===== src/rtl/idu_pkg.sv =====
// Shared RV32I decode types: instruction format codes and base opcode values.
// Imported by the decoder top level and the immediate generator.
package idu_pkg;

    typedef enum logic [2:0] {
        TYPE_R       = 3'b000,
        TYPE_I       = 3'b001,
        TYPE_S       = 3'b010,
        TYPE_B       = 3'b011,
        TYPE_U       = 3'b100,
        TYPE_J       = 3'b101,
        TYPE_UNKNOWN = 3'b111
    } instr_type_e;

    localparam logic [6:0] OPCODE_R_TYPE = 7'b0110011;
    localparam logic [6:0] OPCODE_I_TYPE = 7'b0010011;
    localparam logic [6:0] OPCODE_LOAD   = 7'b0000011;
    localparam logic [6:0] OPCODE_STORE  = 7'b0100011;
    localparam logic [6:0] OPCODE_BRANCH = 7'b1100011;
    localparam logic [6:0] OPCODE_LUI    = 7'b0110111;
    localparam logic [6:0] OPCODE_AUIPC  = 7'b0010111;
    localparam logic [6:0] OPCODE_JAL    = 7'b1101111;
    localparam logic [6:0] OPCODE_JALR   = 7'b1100111;

    // Shift-immediates reuse the I format but carry funct7 and a 5-bit shamt.
    function automatic logic is_i_shift(input logic [6:0] op, input logic [2:0] f3);
        return (op == OPCODE_I_TYPE) && ((f3 == 3'b001) || (f3 == 3'b101));
    endfunction

endpackage


===== src/rtl/imm_gen.sv =====
// Immediate generator: builds the 32-bit immediate for the decoded format.
// Purely combinational, zero latency; no flow control.
module imm_gen
    import idu_pkg::*;
(
    input  logic [31:0] instruction,
    input  instr_type_e instr_type,
    output logic [31:0] imm
);

    always_comb begin
        imm = '0;
        case (instr_type)
            TYPE_I: begin
                if (is_i_shift(instruction[6:0], instruction[14:12]))
                    imm = {27'b0, instruction[24:20]};
                else
                    imm = {{20{instruction[31]}}, instruction[31:20]};
            end
            TYPE_S: imm = {{20{instruction[31]}}, instruction[31:25], instruction[11:7]};
            TYPE_B: imm = {{19{instruction[31]}}, instruction[31], instruction[7],
                           instruction[30:25], instruction[11:8], 1'b0};
            TYPE_U: imm = {instruction[31:12], 12'b0};
            TYPE_J: imm = {{11{instruction[31]}}, instruction[31], instruction[19:12],
                           instruction[20], instruction[30:21], 1'b0};
            default: imm = '0;
        endcase
    end

endmodule


===== src/rtl/instruction_decode_unit.sv =====
// RV32I decode stage: classifies format, muxes fields, registers all outputs.
// Latency 1 cycle; no backpressure. Optional `illegal` output via IDU_ILLEGAL_CHECK_EN.
module instruction_decode_unit
    import idu_pkg::*;
(
    input  logic        clk,
    input  logic        rst,
    input  logic        in_valid,
    input  logic [31:0] instruction,
    output logic        out_valid,
    output logic [6:0]  opcode,
    output logic [4:0]  rd,
    output logic [2:0]  funct3,
    output logic [4:0]  rs1,
    output logic [4:0]  rs2,
    output logic [6:0]  funct7,
    output logic [31:0] imm,
`ifdef IDU_ILLEGAL_CHECK_EN
    output logic        illegal,
`endif
    output logic [2:0]  instr_type
);

    logic [6:0]  op;
    logic [2:0]  f3;
    logic [6:0]  f7;
    instr_type_e type_d;
    logic [4:0]  rd_d, rs1_d, rs2_d;
    logic [2:0]  f3_d;
    logic [6:0]  f7_d;
    logic [31:0] imm_d;

    assign op = instruction[6:0];
    assign f3 = instruction[14:12];
    assign f7 = instruction[31:25];

    always_comb begin
        type_d = TYPE_UNKNOWN;
        case (op)
            OPCODE_R_TYPE:                          type_d = TYPE_R;
            OPCODE_I_TYPE, OPCODE_LOAD, OPCODE_JALR: type_d = TYPE_I;
            OPCODE_STORE:                           type_d = TYPE_S;
            OPCODE_BRANCH:                          type_d = TYPE_B;
            OPCODE_LUI, OPCODE_AUIPC:               type_d = TYPE_U;
            OPCODE_JAL:                             type_d = TYPE_J;
            default:                                type_d = TYPE_UNKNOWN;
        endcase
    end

    // Fields the format does not define are forced to zero.
    always_comb begin
        rd_d  = '0;
        f3_d  = '0;
        rs1_d = '0;
        rs2_d = '0;
        f7_d  = '0;
        case (type_d)
            TYPE_R: begin
                rd_d  = instruction[11:7];
                f3_d  = f3;
                rs1_d = instruction[19:15];
                rs2_d = instruction[24:20];
                f7_d  = f7;
            end
            TYPE_I: begin
                rd_d  = instruction[11:7];
                f3_d  = f3;
                rs1_d = instruction[19:15];
                if (is_i_shift(op, f3))
                    f7_d = f7;
            end
            TYPE_S, TYPE_B: begin
                f3_d  = f3;
                rs1_d = instruction[19:15];
                rs2_d = instruction[24:20];
            end
            TYPE_U, TYPE_J: rd_d = instruction[11:7];
            default: ;
        endcase
    end

    imm_gen u_imm_gen (
        .instruction (instruction),
        .instr_type  (type_d),
        .imm         (imm_d)
    );

`ifdef IDU_ILLEGAL_CHECK_EN
    logic illegal_d;

    always_comb begin
        illegal_d = 1'b0;
        case (type_d)
            TYPE_UNKNOWN: illegal_d = 1'b1;
            TYPE_R: illegal_d = (f7 != 7'b0000000) &&
                                !((f7 == 7'b0100000) && ((f3 == 3'b000) || (f3 == 3'b101)));
            TYPE_I: begin
                if (is_i_shift(op, f3))
                    illegal_d = (f3 == 3'b001) ? (f7 != 7'b0000000)
                                               : !((f7 == 7'b0000000) || (f7 == 7'b0100000));
                else if (op == OPCODE_JALR)
                    illegal_d = (f3 != 3'b000);
                else if (op == OPCODE_LOAD)
                    illegal_d = (f3 == 3'b011) || (f3 == 3'b110) || (f3 == 3'b111);
            end
            TYPE_B: illegal_d = (f3 == 3'b010) || (f3 == 3'b011);
            TYPE_S: illegal_d = (f3 > 3'b010);
            default: illegal_d = 1'b0;
        endcase
    end

    always_ff @(posedge clk) begin
        if (rst)
            illegal <= 1'b0;
        else if (in_valid)
            illegal <= illegal_d;
    end
`endif

    always_ff @(posedge clk) begin
        if (rst) begin
            out_valid  <= 1'b0;
            opcode     <= '0;
            rd         <= '0;
            funct3     <= '0;
            rs1        <= '0;
            rs2        <= '0;
            funct7     <= '0;
            imm        <= '0;
            instr_type <= TYPE_UNKNOWN;
        end else begin
            out_valid <= in_valid;
            if (in_valid) begin
                opcode     <= op;
                rd         <= rd_d;
                funct3     <= f3_d;
                rs1        <= rs1_d;
                rs2        <= rs2_d;
                funct7     <= f7_d;
                imm        <= imm_d;
                instr_type <= type_d;
            end
        end
    end

endmodule


===== config.mk =====
export PLATFORM = sky130hd
export DESIGN_NAME = instruction_decode_unit
export DESIGN_NICKNAME = d
export VERILOG_FILES = /design/src/rtl/idu_pkg.sv /design/src/rtl/imm_gen.sv /design/src/rtl/instruction_decode_unit.sv
export SDC_FILE = /design/constraint.sdc
export NUM_CORES = 1
export LEC_CHECK = 0
export ABC_CLOCK_PERIOD_IN_PS = 6710
export BUFFER_PORTS_ARGS = -buffer_cell sky130_fd_sc_hd__clkbuf_2
export CORE_MARGIN = 4
export CORE_UTILIZATION = 35
export CTS_CLUSTER_SIZE = 25
export DETAILED_ROUTE_END_ITERATION = 7
export GPL_TIMING_DRIVEN = 0
export SLEW_MARGIN = 20
export SYNTH_ARGS = -nofsm -noshare
export SYNTH_HDL_FRONTEND = slang
export SYNTH_SLANG_ARGS = --single-unit

===== constraint.sdc =====
create_clock -name clk -period 6.71 [get_ports clk]
set_clock_uncertainty 0.2 [all_clocks]
set_input_delay 1.0065 -clock clk [delete_from_list [all_inputs] [get_ports clk]]
set_output_delay 1.0065 -clock clk [all_outputs]
set_load 0.05 [all_outputs]

==> results, run 1 <==
- The number of hold violations in the final report is 0.
- For this configuration, the core starts out at a cell density of 0.362.
- The total number of H-tree levels is 3.
- The vias per cell is 5.29.
- The wire length of the first global-routing pass is 13400 um.
- Timing analysis after detailed placement gives a worst setup slack of 2.40 ns.
- The share of the core filled with cells is 0.472.
- The kind of capture point of the worst setup path is a register.
- The share of total power dissipated in sequential elements is 0.473.
- Setup violations remaining at the end of the flow were counted as 0.
- The count of final max-slew check failures was 0.
- The wire length the detailed router placed on met1 is 3760 um.
- The critical path startpoint category is an input port.
- After routing, the total negative slack on setup checks comes to 0 ns.
- Entering global routing, the biggest net connects 13 pins.
- The maximum resistive drop on vdd is 0.113 mV.
- The part of the power in the clock network is 0.439.
- Setup repair after global routing left no endpoint under its margin.
- STA puts the critical path data required time at 6.75 ns.
- The number of hold buffers added after CTS was 0.
- The number of inserted diodes is 0.
- The fraction of final layout cells with drive strength greater than 1 is 0.357.
- The tool flagged a number of max-cap violations equal to 0.
- The clock insertion delay at the later pin of the skew report is 0.34 ns.
- In this run, synthesis inferred 0 flip-flops with an integrated enable.
- Derived from the worst setup path, the maximum achievable clock frequency is 253 MHz.
- The count of instances resized after the clock tree is built is 0.
- The internal power contribution is 648 uW.
- The share of synthesized area in the top cell type comes to 0.487.
- The number of library cell types mapped by synthesis is 52.
- Of the available clock period, the critical path in the final layout requires 0.589.
- Detailed routing placed a total of 3820 um of wire on met2.
- The die is 97.4 um tall.
- The via count of the first global-routing pass is 2578.
- The final layout contains 420 nets.
- The I/O pin total is 103.
- After layout, the worst setup slack is 2.76 ns.
- Of all nets on the critical path, the largest fanout is 10.
- Yosys instantiated no cell more often than sky130_fd_sc_hd__dfxtp_1.
- The combinational share of power is 0.088.
- The horizontal die dimension is 97.4 um.
- For this run the aggregate overflow at the end of global routing stands at 0.
- The count of nets left with antenna violations once routing finished came out at 0.
- For this run, the leading register cell type out of synthesis is sky130_fd_sc_hd__dfxtp_1.
- The synthesis warning total is 0.
- The max-slew headroom at the worst pin is 0.439.
- Port buffering added 99 buffers.
- Synthesis handed over a netlist of 274 instances.
- Data on the critical path arrives at its endpoint at 4.00 ns.
- The DRC violations left is 0.
- The cell area after technology mapping is 2800 um2.
- For this design the static power due to leakage is 1.50 nW.
- The clock transition at the registers of the reported paths is 0.07 ns.
- TritonCTS built the clock tree.
- After synthesis, the most frequently instantiated cells are sky130_fd_sc_hd__dfxtp_1, sky130_fd_sc_hd__nand2_1, sky130_fd_sc_hd__a22o_1.
- The post-CTS repair timing setup buffer count is 0.
- The overall routing resource usage is 0.176.
- The area growth from synthesis to layout is 30.3%.
- The maximum buffer depth of the clock tree is 2.
- The routed design has 8210 um of wire.
- After synthesis, the share of flip-flops with an asynchronous set or reset is 0.
- The total via count in the routed design is 2596.
- The top routing layer in use is met4.
- At the pin with the least slew margin, the transition time is 0.839 ns.
- The flow ran to the end, and the final reports show no timing, DRC or antenna violations.
- The average routed wire per standard cell is 16.7 um.
- The CTS buffer count is 9.
- By area the synthesized netlist is led by sky130_fd_sc_hd__dfxtp_1, sky130_fd_sc_hd__a22o_1, sky130_fd_sc_hd__o31ai_1.
- The clock sink count is 68.
- At the end of routability-driven placement, the weighted congestion stood at 0.813.
- The die covers 9480 um2.
- The net switching fraction of the power is 0.252.
- The area of the core is 7730 um2.
- Summed over all instances, the cell type with the most area after synthesis is sky130_fd_sc_hd__dfxtp_1.
- The initial DRC count is 80.
- In this run the mean area of a mapped cell was 10.2 um2.
- In this run, synthesis produced a sequential element count of 68.
- In this run the core area contains 32 standard-cell rows.
- The power per cell area is 238 nW/um2.
- The cell chosen for the clock root is sky130_fd_sc_hd__clkbuf_8.
- The net count of the mapped netlist is 310.
- Subtracting the final worst setup slack from the clock period gives 3.95 ns.
- The total met3 wirelength after detailed routing is 507 um.
- In this run the worst hold path is classified as register to register.
- The sequential share of the synthesized area is 0.487.
- The first-pass detailed-route iteration total is 4.
- Summing internal, switching and leakage power gives 867 uW.
- The type of the worst setup path is input port to register.
- The switching component of the power is 219 uW.
- The initial antenna violation count is 0.
- Summed over all nets, the half-perimeter wirelength after detailed placement is 6160 um.
-- power groups by stage --
stage          sequential [mW]  clock, mW  combinational, mW
3_5_place_dp             0.420          0             0.0762
2_1_floorplan            0.436          0             0.0302
4_1_cts                  0.410      0.389             0.0766
3_3_place_gp             0.420          0             0.0756
5_1_grt                  0.411      0.408             0.0825
6_report                 0.410      0.381             0.0760
-- per-layer routing --
| metal | global-route usage | vias to the layer above |
|---|---|---|
| met1 | 0.230 | 1232 |
| met3 | 0.0538 | 10 |
| met5 | 0 | - |
| met4 | 0.0479 | 0 |
| met2 | 0.281 | 79 |
| li1 | - | 1275 |
-- state kept, by name, indices dropped and copies added (netlist names) --
register / count
rs1: 5
imm: 32
funct7: 7
funct3: 3
opcode: 7
out_valid: 1
rs2: 5
rd: 5
instr_type: 3
-- worst max-delay path, cell delays in order --
cell	delay, ns
sky130_fd_sc_hd__clkbuf_2	0.11
sky130_fd_sc_hd__clkbuf_1	0.33
sky130_fd_sc_hd__nand4b_1	0.14
sky130_fd_sc_hd__a211o_1	0.26
sky130_fd_sc_hd__buf_2	0.19
sky130_fd_sc_hd__ha_1	0.21
sky130_fd_sc_hd__clkbuf_1	0.20
sky130_fd_sc_hd__inv_1	0.09
sky130_fd_sc_hd__o22ai_1	0.16
sky130_fd_sc_hd__a211oi_2	0.68
sky130_fd_sc_hd__a21oi_1	0.28
sky130_fd_sc_hd__a2111oi_2	0.32
-- placed cells by master (no fill, tap or decap), types with 2 or more instances in the layout --
master	synthesis	routed
sky130_fd_sc_hd__clkbuf_2	0	99
sky130_fd_sc_hd__dfxtp_1	68	68
sky130_fd_sc_hd__nand2_1	25	25
sky130_fd_sc_hd__a22o_1	20	20
sky130_fd_sc_hd__o31ai_1	18	18
sky130_fd_sc_hd__nor2_1	14	14
sky130_fd_sc_hd__clkbuf_1	13	13
sky130_fd_sc_hd__o21ai_0	12	12
sky130_fd_sc_hd__a22oi_1	12	12
sky130_fd_sc_hd__a32oi_1	11	11
sky130_fd_sc_hd__clkbuf_8	0	10
sky130_fd_sc_hd__mux2i_1	8	8
sky130_fd_sc_hd__nor3_1	6	6
sky130_fd_sc_hd__a32o_1	5	5
sky130_fd_sc_hd__buf_2	4	4
sky130_fd_sc_hd__a21oi_1	4	4
sky130_fd_sc_hd__buf_4	3	3
sky130_fd_sc_hd__nand2b_1	3	3
sky130_fd_sc_hd__inv_1	3	3
sky130_fd_sc_hd__a211o_1	3	3
sky130_fd_sc_hd__nor2b_1	3	3
sky130_fd_sc_hd__nor4_1	3	3
sky130_fd_sc_hd__o21ai_1	3	3
sky130_fd_sc_hd__clkinvlp_4	0	3
sky130_fd_sc_hd__or2_2	2	2
sky130_fd_sc_hd__a2111oi_2	2	2
sky130_fd_sc_hd__bufinv_16	0	2
-- final timing paths --
path                         startpoint                    endpoint  slack, ns  depth (start not counted)
max                      instruction[6]        imm[24]$_SDFFE_PP0P_       2.76                         12
max reg2reg  instr_type[0]$_SDFFE_PP1P_  instr_type[0]$_SDFFE_PP1P_       5.67                          3
min                 imm[4]$_SDFFE_PP0P_         imm[4]$_SDFFE_PP0P_       0.25                          2
min reg2reg         imm[4]$_SDFFE_PP0P_         imm[4]$_SDFFE_PP0P_       0.25                          2
-- stage by stage --
step,cell area [um2],hold WS (ns),std cells
6_report,3640,0.252,491
5_1_grt,3640,0.278,491
4_1_cts,3640,0.253,491
3_5_place_dp,3420,0.244,475
3_3_place_gp,3420,0.236,475
2_1_floorplan,2800,0.467,274
-- layout make-up --
cell class | instances | area, um2
fillers | 779 | 4080
flip-flops and latches | 68 | 1360
multi-input cells | 180 | 1310
repair buffers | 99 | 495
clock buffers | 10 | 138
well taps | 102 | 128
plain buffers | 22 | 106
clock inverters | 6 | 87.6
inverters | 4 | 15.0
-- logic make-up after synthesis --
| kind of cell | synth area share |
|---|---|
| AO/OA/AOI/OAI | 0.302 |
| flip-flops | 0.487 |
| multiplexers | 0.0327 |
| adder cells (fa/ha/maj) | 0.00448 |
| buffers and inverters | 0.0434 |
| AND/OR/NAND/NOR | 0.130 |
No activity file was read; power rests on OpenSTA's default activity.
==> run 2, diff against run 1 <==
--- a/config.mk
+++ b/config.mk
@@ -5,7 +5,7 @@
 export SDC_FILE = /design/constraint.sdc
 export NUM_CORES = 1
 export LEC_CHECK = 0
-export ABC_CLOCK_PERIOD_IN_PS = 6710
+export ABC_CLOCK_PERIOD_IN_PS = 3600
 export BUFFER_PORTS_ARGS = -buffer_cell sky130_fd_sc_hd__clkbuf_2
 export CORE_MARGIN = 4
 export CORE_UTILIZATION = 35
==> constraint.sdc (replaced) <==
create_clock -name clk -period 3.6 [get_ports clk]
set_clock_uncertainty 0.2 [all_clocks]
set_input_delay 0.54 -clock clk [delete_from_list [all_inputs] [get_ports clk]]
set_output_delay 0.54 -clock clk [all_outputs]
set_load 0.05 [all_outputs]
==> run 2 against run 1 <==
Register-to-register slack worse by 3.1 ns. Clock power is 87% higher. Sequential share of layout area down 0.28 points. First-iteration DRC count is 15% higher. Sequential power rose by 87%. Final cell count is 0.41% higher. Utilization up 0.36 points. Critical path depth rose by 1. Die area did not move. Largest cell class unchanged. Power increased by 87%.
==> results, run 2 (synthesized netlist as in run 1, its figures left out) <==
- The launch point of the worst hold path is instruction[16].
- Setup repair after global routing left no endpoint under its margin.
- The cell chosen for the clock root is sky130_fd_sc_hd__clkbuf_8.
- The maximum fanout along the worst path is 10 (unchanged).
- The run finished with clean final reports.
- The final antenna-violating net count is 0 (unchanged).
- The number of placed instances, taps included is 475 (unchanged).
- The average routed wire per standard cell came to 16.7 um (-0.16%).
- The static power due to leakage is 1.51 nW (+0.95%).
- The pre-CTS setup slack came to -0.242 ns (-2.64 ns).
- The count of cells along the worst hold path is 2 (unchanged).
- The critical path startpoint category is an input port.
- The top cell types in the final layout, fill and taps aside, are sky130_fd_sc_hd__clkbuf_2, sky130_fd_sc_hd__dfxtp_1, sky130_fd_sc_hd__nand2_1.
- The pin slew with the least headroom to its limit is 0.836 ns (-0.00283 ns).
- The largest registers in the layout are imm (32), funct7 (7), opcode (7).
- The number of inserted diodes is 0 (unchanged).
- The overall routing resource usage is 0.176 (unchanged).
- The DRC violations left is 0 (unchanged).
- The total congestion overflow after global routing is 0 (unchanged).
- The register-to-register path setup slack is 2.55 ns (-3.12 ns).
- The clock sink count is 68 (unchanged).
- The largest net degree at the start of global routing was 13 (unchanged).
- The register bank with the most flops is imm.
- The initial antenna violation count is 0 (unchanged).
- The maximum resistive drop on vdd is 0.209 mV (+86%).
- The area enclosed by the die boundary is 9480 um2 (unchanged).
- The standard-cell row count is 32 (unchanged).
- The depth of the most critical reg-to-reg path is 2 (-1).
- The critical path in this run is classified as input port to register.
- The total via count in the routed design is 2602 (+0.23%).
- The kind of capture point of the worst setup path is a register.
- The wire length of the first global-routing pass was 13400 um (unchanged).
- After layout, the minimum clock period comes to 3.31 ns.
- The data arrival at the endpoint of the critical path is 3.37 ns (-0.63 ns).
- The fraction of final layout cells with drive strength greater than 1 was 0.366 (+0.00840).
- The vias per cell is 5.28 (-0.18%).
- The via count of the first global-routing pass is 2578 (unchanged).
- The area growth from synthesis to layout is 31.3%.
- The first-pass detailed-route iteration total was 4 (unchanged).
- The max-slew headroom at the worst pin was 0.441 (+0.00189).
- The final estimated routing congestion in global placement came to 0.813 (unchanged).
- The clock tree from TritonCTS is done.
- The non-filler instance count after layout is 493 (+0.41%).
- In this run the critical register-to-register path is captured at imm[24]$_SDFFE_PP0P_.
- The fmax is 302 MHz.
- The final setup violation count was 0 (unchanged).
- The number of hold violations in the final report is 0 (unchanged).
- The count of final max-slew check failures is 0 (unchanged).
- The setup slack of the critical path after layout is 0.288 ns (-2.47 ns).
- The initial DRC count is 92 (+15%).
- The endpoint required time on the critical path is 3.66 ns (-3.09 ns).
- The number of port buffers came to 99 (unchanged).
- The final instance area is 3670 um2 (+0.76%).
- The effective utilization at floorplan is 0.362 (unchanged).
- Leaving out fill and tap cells, the most frequent cell in the layout is sky130_fd_sc_hd__clkbuf_2.
- The CTS buffer count was 9 (unchanged).
- The maximum buffer depth of the clock tree is 2 (unchanged).
- The number of maximum-capacitance constraint violations is 0 (unchanged).
- The min-delay analysis places its worst path in the category input port to register.
- The horizontal die dimension came to 97.4 um (unchanged).
- The source of the worst register-to-register timing path is imm[24]$_SDFFE_PP0P_.
- The power per cell area is 442 nW/um2 (+86%).
- The clock insertion delay at the later pin of the skew report is 0.34 ns (about the same).
- The HPWL after detailed placement was 6160 um (unchanged).
- The overall die height came to 97.4 um (unchanged).
- The total number of H-tree levels is 3 (unchanged).
- For hold timing, the worst endpoint is rs1[1]$_SDFFE_PP0P_.
- The clock transition at the registers of the reported paths is 0.08 ns (about the same).
- Dividing the final minimum period by the clock period gives 0.920.
- The number of flip-flops under the largest register name is 32 (unchanged).
- The cell area after placement came to 3420 um2 (unchanged).
- The net total in the final layout came to 422 (+0.48%).
- The I/O pin total is 103 (unchanged).
- The area of the core is 7730 um2 (unchanged).
- The total wire length came to 8230 um (+0.24%).
[run 2: layout make-up]
type | instances | area, um2
buffer | 22 | 108
clock buffer | 10 | 138
clock inverter | 6 | 87.6
fill | 776 | 4060
inverter | 4 | 15.0
multi-input combinational | 180 | 1320
sequential | 68 | 1360
tap | 102 | 128
timing repair buffer | 101 | 510
[run 2: where the power goes]
| group | switching [mW] | internal [mW] | leakage [nW] |
|---|---|---|---|
| Clock | 0.305 | 0.407 | 0.105 |
| Sequential | 0.00436 | 0.760 | 0.550 |
| Combinational | 0.102 | 0.0414 | 0.858 |
[run 2: what timing repair did]
item                                    CTS  global route
hold endpoints to repair                  0             0
endpoints found under the setup margin    0            21
setup buffers                             0             2
hold buffers                              0             0
gates resized for setup                   0             4
[run 2: worst max-delay path by stage]
stage	start	endpoint	slack, ns	cells past startpoint
floorplan	instruction[4]	imm[28]$_SDFFE_PP0P_	0.21	12
global placement	instruction[6]	imm[24]$_SDFFE_PP0P_	-0.19	12
detailed placement	instruction[6]	imm[24]$_SDFFE_PP0P_	-0.24	12
CTS	instruction[6]	imm[24]$_SDFFE_PP0P_	0.13	12
global route	instruction[4]	imm[17]$_SDFFE_PP0P_	0.1	13
finish	instruction[4]	imm[17]$_SDFFE_PP0P_	0.29	13
[run 2: metal layers]
layer  vias up  part of all wire  track usage
met4         0             0.015       0.0479
met5         -                 0            0
met1      1237              0.46        0.230
li1       1277                 -            -
met2        78              0.46        0.281
met3        10             0.062       0.0538
[run 2: per-stage QoR]
step	TNS [ns]	util	power, mW	hold WS (ns)
2_1_floorplan	0	-	0.869	0.404
5_1_grt	0	0.475	1.68	0.220
3_3_place_gp	-2.89	0.442	0.923	0.236
6_report	0	0.475	1.62	0.220
3_5_place_dp	-4.01	0.442	0.924	0.244
4_1_cts	0	0.472	1.63	0.217
[run 2: worst max-delay path: stages]
cell and delay (ns):
sky130_fd_sc_hd__buf_4 0.14, sky130_fd_sc_hd__or3b_1 0.36, sky130_fd_sc_hd__a211o_1 0.29, sky130_fd_sc_hd__buf_2 0.19, sky130_fd_sc_hd__ha_1 0.21, sky130_fd_sc_hd__clkbuf_1 0.20
sky130_fd_sc_hd__inv_1 0.10, sky130_fd_sc_hd__o22ai_1 0.18, sky130_fd_sc_hd__a211o_1 0.34, sky130_fd_sc_hd__buf_6 0.14, sky130_fd_sc_hd__o21a_4 0.24, sky130_fd_sc_hd__buf_2 0.19
sky130_fd_sc_hd__o31ai_1 0.23
==> run 3, diff against run 2 <==
--- a/config.mk
+++ b/config.mk
@@ -11,7 +11,6 @@
 export CORE_UTILIZATION = 35
 export CTS_CLUSTER_SIZE = 25
 export DETAILED_ROUTE_END_ITERATION = 7
-export GPL_TIMING_DRIVEN = 0
 export SLEW_MARGIN = 20
 export SYNTH_ARGS = -nofsm -noshare
 export SYNTH_HDL_FRONTEND = slang
==> run 3 against run 2 <==
Setup slack improved by 0.32 ns. Maximum frequency rose by 11%. Non-clock buffer count fell by 6. Power rose by 4.9%. Via count fell by 2.4%. Sequential cell count did not move. Worst hold slack improved by 0.0026 ns. Sequential power barely moved.
==> results, run 3 (synthesized netlist as in run 1, its figures left out) <==
- The area enclosed by the die boundary is 9480 um2 (unchanged).
- On the critical path, the stage with the largest delay is an instance of sky130_fd_sc_hd__a211o_1.
- The net total in the final layout came to 416 (-1.4%).
- The worst hold path begins at instruction[16].
- The pin slew with the least headroom to its limit is 0.576 ns (-0.260 ns).
- The initial DRC count is 158 (+72%).
- The number of flip-flops under the largest register name is 32 (unchanged).
- The maximum fanout along the worst path was 9 (-1).
- The overall die height is 97.4 um (unchanged).
- The power after layout was 1.70 mW (+4.9%).
- The area of the core is 7730 um2 (unchanged).
- The most repeated library cell on the critical path is sky130_fd_sc_hd__a211o_1.
- The final setup violation count is 0 (unchanged).
- The CTS buffer count is 9 (unchanged).
- In this design, the largest share of critical-path delay is due to compound AO/OA/AOI/OAI gates.
- In the layout the commonest cells are sky130_fd_sc_hd__clkbuf_2, sky130_fd_sc_hd__dfxtp_1, sky130_fd_sc_hd__nand2_1.
- The post-route worst hold slack is 0.223 ns (+0.00265 ns).
- The aggregate negative setup slack was 0 ns (unchanged).
- The final antenna-violating net count is 0 (unchanged).
- The highest cell delay on the worst timing path came to 0.45 ns (+0.09 ns).
- The HPWL after detailed placement came to 5860 um (-5.0%).
- The maximum resistive drop on vdd came to 0.341 mV (+63%).
- The total number of H-tree levels is 3 (unchanged).
- The internal power contribution is 1.30 mW (+7.8%).
- The worst hold path terminates at rs1[1]$_SDFFE_PP0P_.
- The endpoint identified for the worst register-to-register timing path is imm[24]$_SDFFE_PP0P_.
- The register bank with the most flops is imm.
- The depth of the most critical reg-to-reg path is 2 (unchanged).
- The final estimated routing congestion in global placement is 0.835 (+2.8%).
- The share of the cycle needed by the critical path after routing came to 0.831 (-0.0886).
- The number of port buffers is 102 (+3.0%).
- The initial antenna violation count is 0 (unchanged).
- In the final layout, the registers with the most flip-flops are imm (32), funct7 (7), opcode (7).
- The effective utilization at floorplan is 0.362 (unchanged).
- Setup repair after global routing left no endpoint under its margin.
- The static power due to leakage is 1.57 nW (+3.6%).
- The vias per cell came to 5.22 (-1.2%).
- The total congestion overflow after global routing is 0 (unchanged).
- The fmax was 334 MHz (+11%).
- The power per cell area came to 459 nW/um2 (+4.0%).
- The number of inserted diodes was 0 (unchanged).
- The average routed wire per standard cell is 16.4 um (-1.9%).
- The combinational share of power is 0.084 (-0.004).
- The switching component of the power is 397 uW (-3.6%).
- The endpoint required time on the critical path came to 3.65 ns (about the same).
- The standard-cell row count is 32 (unchanged).
- The part of the power in the clock network was 0.467 (+0.027).
- The I/O pin total is 103 (unchanged).
- The source of the worst register-to-register timing path is imm[24]$_SDFFE_PP0P_.
- The net switching fraction of the power is 0.234 (-0.0206).
- The fraction of final layout cells with drive strength greater than 1 is 0.390 (+0.0239).
- The number of hold violations in the final report came to 0 (unchanged).
- The count of hold buffers inserted by post-cts repair is 0 (unchanged).
- The type of the worst min-delay path is input port to register.
- The register-to-register path setup slack is 2.55 ns (about the same).
- The shortest period the worst path allows is 2.99 ns (-0.319 ns).
- The count of instances resized after the clock tree is built came to 0 (unchanged).
- The post-CTS repair timing setup buffer count is 0 (unchanged).
- The number of maximum-capacitance constraint violations was 0 (unchanged).
- The clock sink count came to 68 (unchanged).
- The DRC violations left came to 0 (unchanged).
- The area growth from synthesis to layout is 32.6%.
- The relative contribution of sequential cells to total power is 0.450 (-0.022).
- The total wire length is 7980 um (-3.1%).
- The number of placed instances, taps included is 471 (-0.84%).
- The cell chosen for the clock root is sky130_fd_sc_hd__clkbuf_8.
- The clock insertion delay at the later pin of the skew report is 0.34 ns (about the same).
- The largest net degree at the start of global routing is 25 (+12).
- The max-slew headroom at the worst pin is 0.612 (+0.171).
- The first-pass detailed-route iteration total is 4 (unchanged).
- The setup slack of the critical path after layout came to 0.607 ns (+0.319 ns).
- TritonCTS built the clock tree.
- The overall routing resource usage came to 0.167 (-0.00827).
- The non-filler instance count after layout is 487 (-1.2%).
- The horizontal die dimension came to 97.4 um (unchanged).
- The count of final max-slew check failures came to 0 (unchanged).
- The leading cell type in the layout, fill and taps excluded is sky130_fd_sc_hd__clkbuf_2.
- The total via count in the routed design came to 2540 (-2.4%).
- The clock transition at the registers of the reported paths was 0.08 ns (about the same).
- The data arrival at the endpoint of the critical path is 3.04 ns (-0.33 ns).
- The maximum buffer depth of the clock tree is 2 (unchanged).
- The via count of the first global-routing pass is 2522 (-2.2%).
- STA classifies the critical path startpoint as an input port.
- Traced cell by cell, the critical path runs through clkbuf_2, or3b_1, a211o_1, ha_1, inv_1, o22ai_1, a211o_1, o311a_4, a2111oi_4.
- The type of the worst setup path is input port to register.
- The count of cells along the worst hold path came to 2 (unchanged).
- The wire length of the first global-routing pass is 13000 um (-3.0%).
- The number of buffer and inverter stages on the critical path is 2 (-4).
- The pre-CTS setup slack is 0.240 ns (+0.482 ns).
- The kind of capture point of the worst setup path is a register.
- The flow ran to the end, and the final reports show no timing, DRC or antenna violations.
run 3: power by group through the flow:
stage / combinational, mW / sequential (mW) / clock, mW
3_3_place_gp: 0.142 / 0.782 / 0
2_1_floorplan: 0.0563 / 0.813 / 0
5_1_grt: 0.154 / 0.766 / 0.843
3_5_place_dp: 0.143 / 0.782 / 0
6_report: 0.142 / 0.765 / 0.794
4_1_cts: 0.143 / 0.765 / 0.816
run 3: layer usage:
metal / up-vias / share of wire / track usage
li1: 1264 / - / -
met1: 1193 / 0.47 / 0.220
met2: 77 / 0.46 / 0.268
met3: 6 / 0.062 / 0.0524
met4: 0 / 0.0079 / 0.0415
met5: - / 0 / 0
run 3: area by class of cell:
cell class	count	area, um2
flip-flops and latches	68	1360
fillers	779	4020
well taps	102	128
clock inverters	5	108
multi-input cells	180	1320
repair buffers	117	623
inverters	4	15.0
clock buffers	11	151
run 3: worst max-delay path by stage:
stage              startpoint                   end  cells past startpoint
4_1_cts        instruction[3]  imm[28]$_SDFFE_PP0P_                      9
2_1_floorplan  instruction[4]  imm[28]$_SDFFE_PP0P_                     12
6_report       instruction[3]  imm[28]$_SDFFE_PP0P_                      9
3_5_place_dp   instruction[3]  imm[28]$_SDFFE_PP0P_                      9
3_3_place_gp   instruction[3]  imm[28]$_SDFFE_PP0P_                      9
5_1_grt        instruction[3]  imm[24]$_SDFFE_PP0P_                      9
run 3: worst reg2reg max path, cell delays in order, from the launching register on:
cell and delay [ns]:
sky130_fd_sc_hd__dfxtp_1 0.36, sky130_fd_sc_hd__nor2_1 0.07, sky130_fd_sc_hd__a2111oi_2 0.33
run 3: metrics by stage:
step	area (um2)	util
after floorplan	2800	-
after global placement	3450	0.446
after detailed placement	3450	0.446
after CTS	3710	0.480
after global routing	3710	0.480
final	3710	0.480
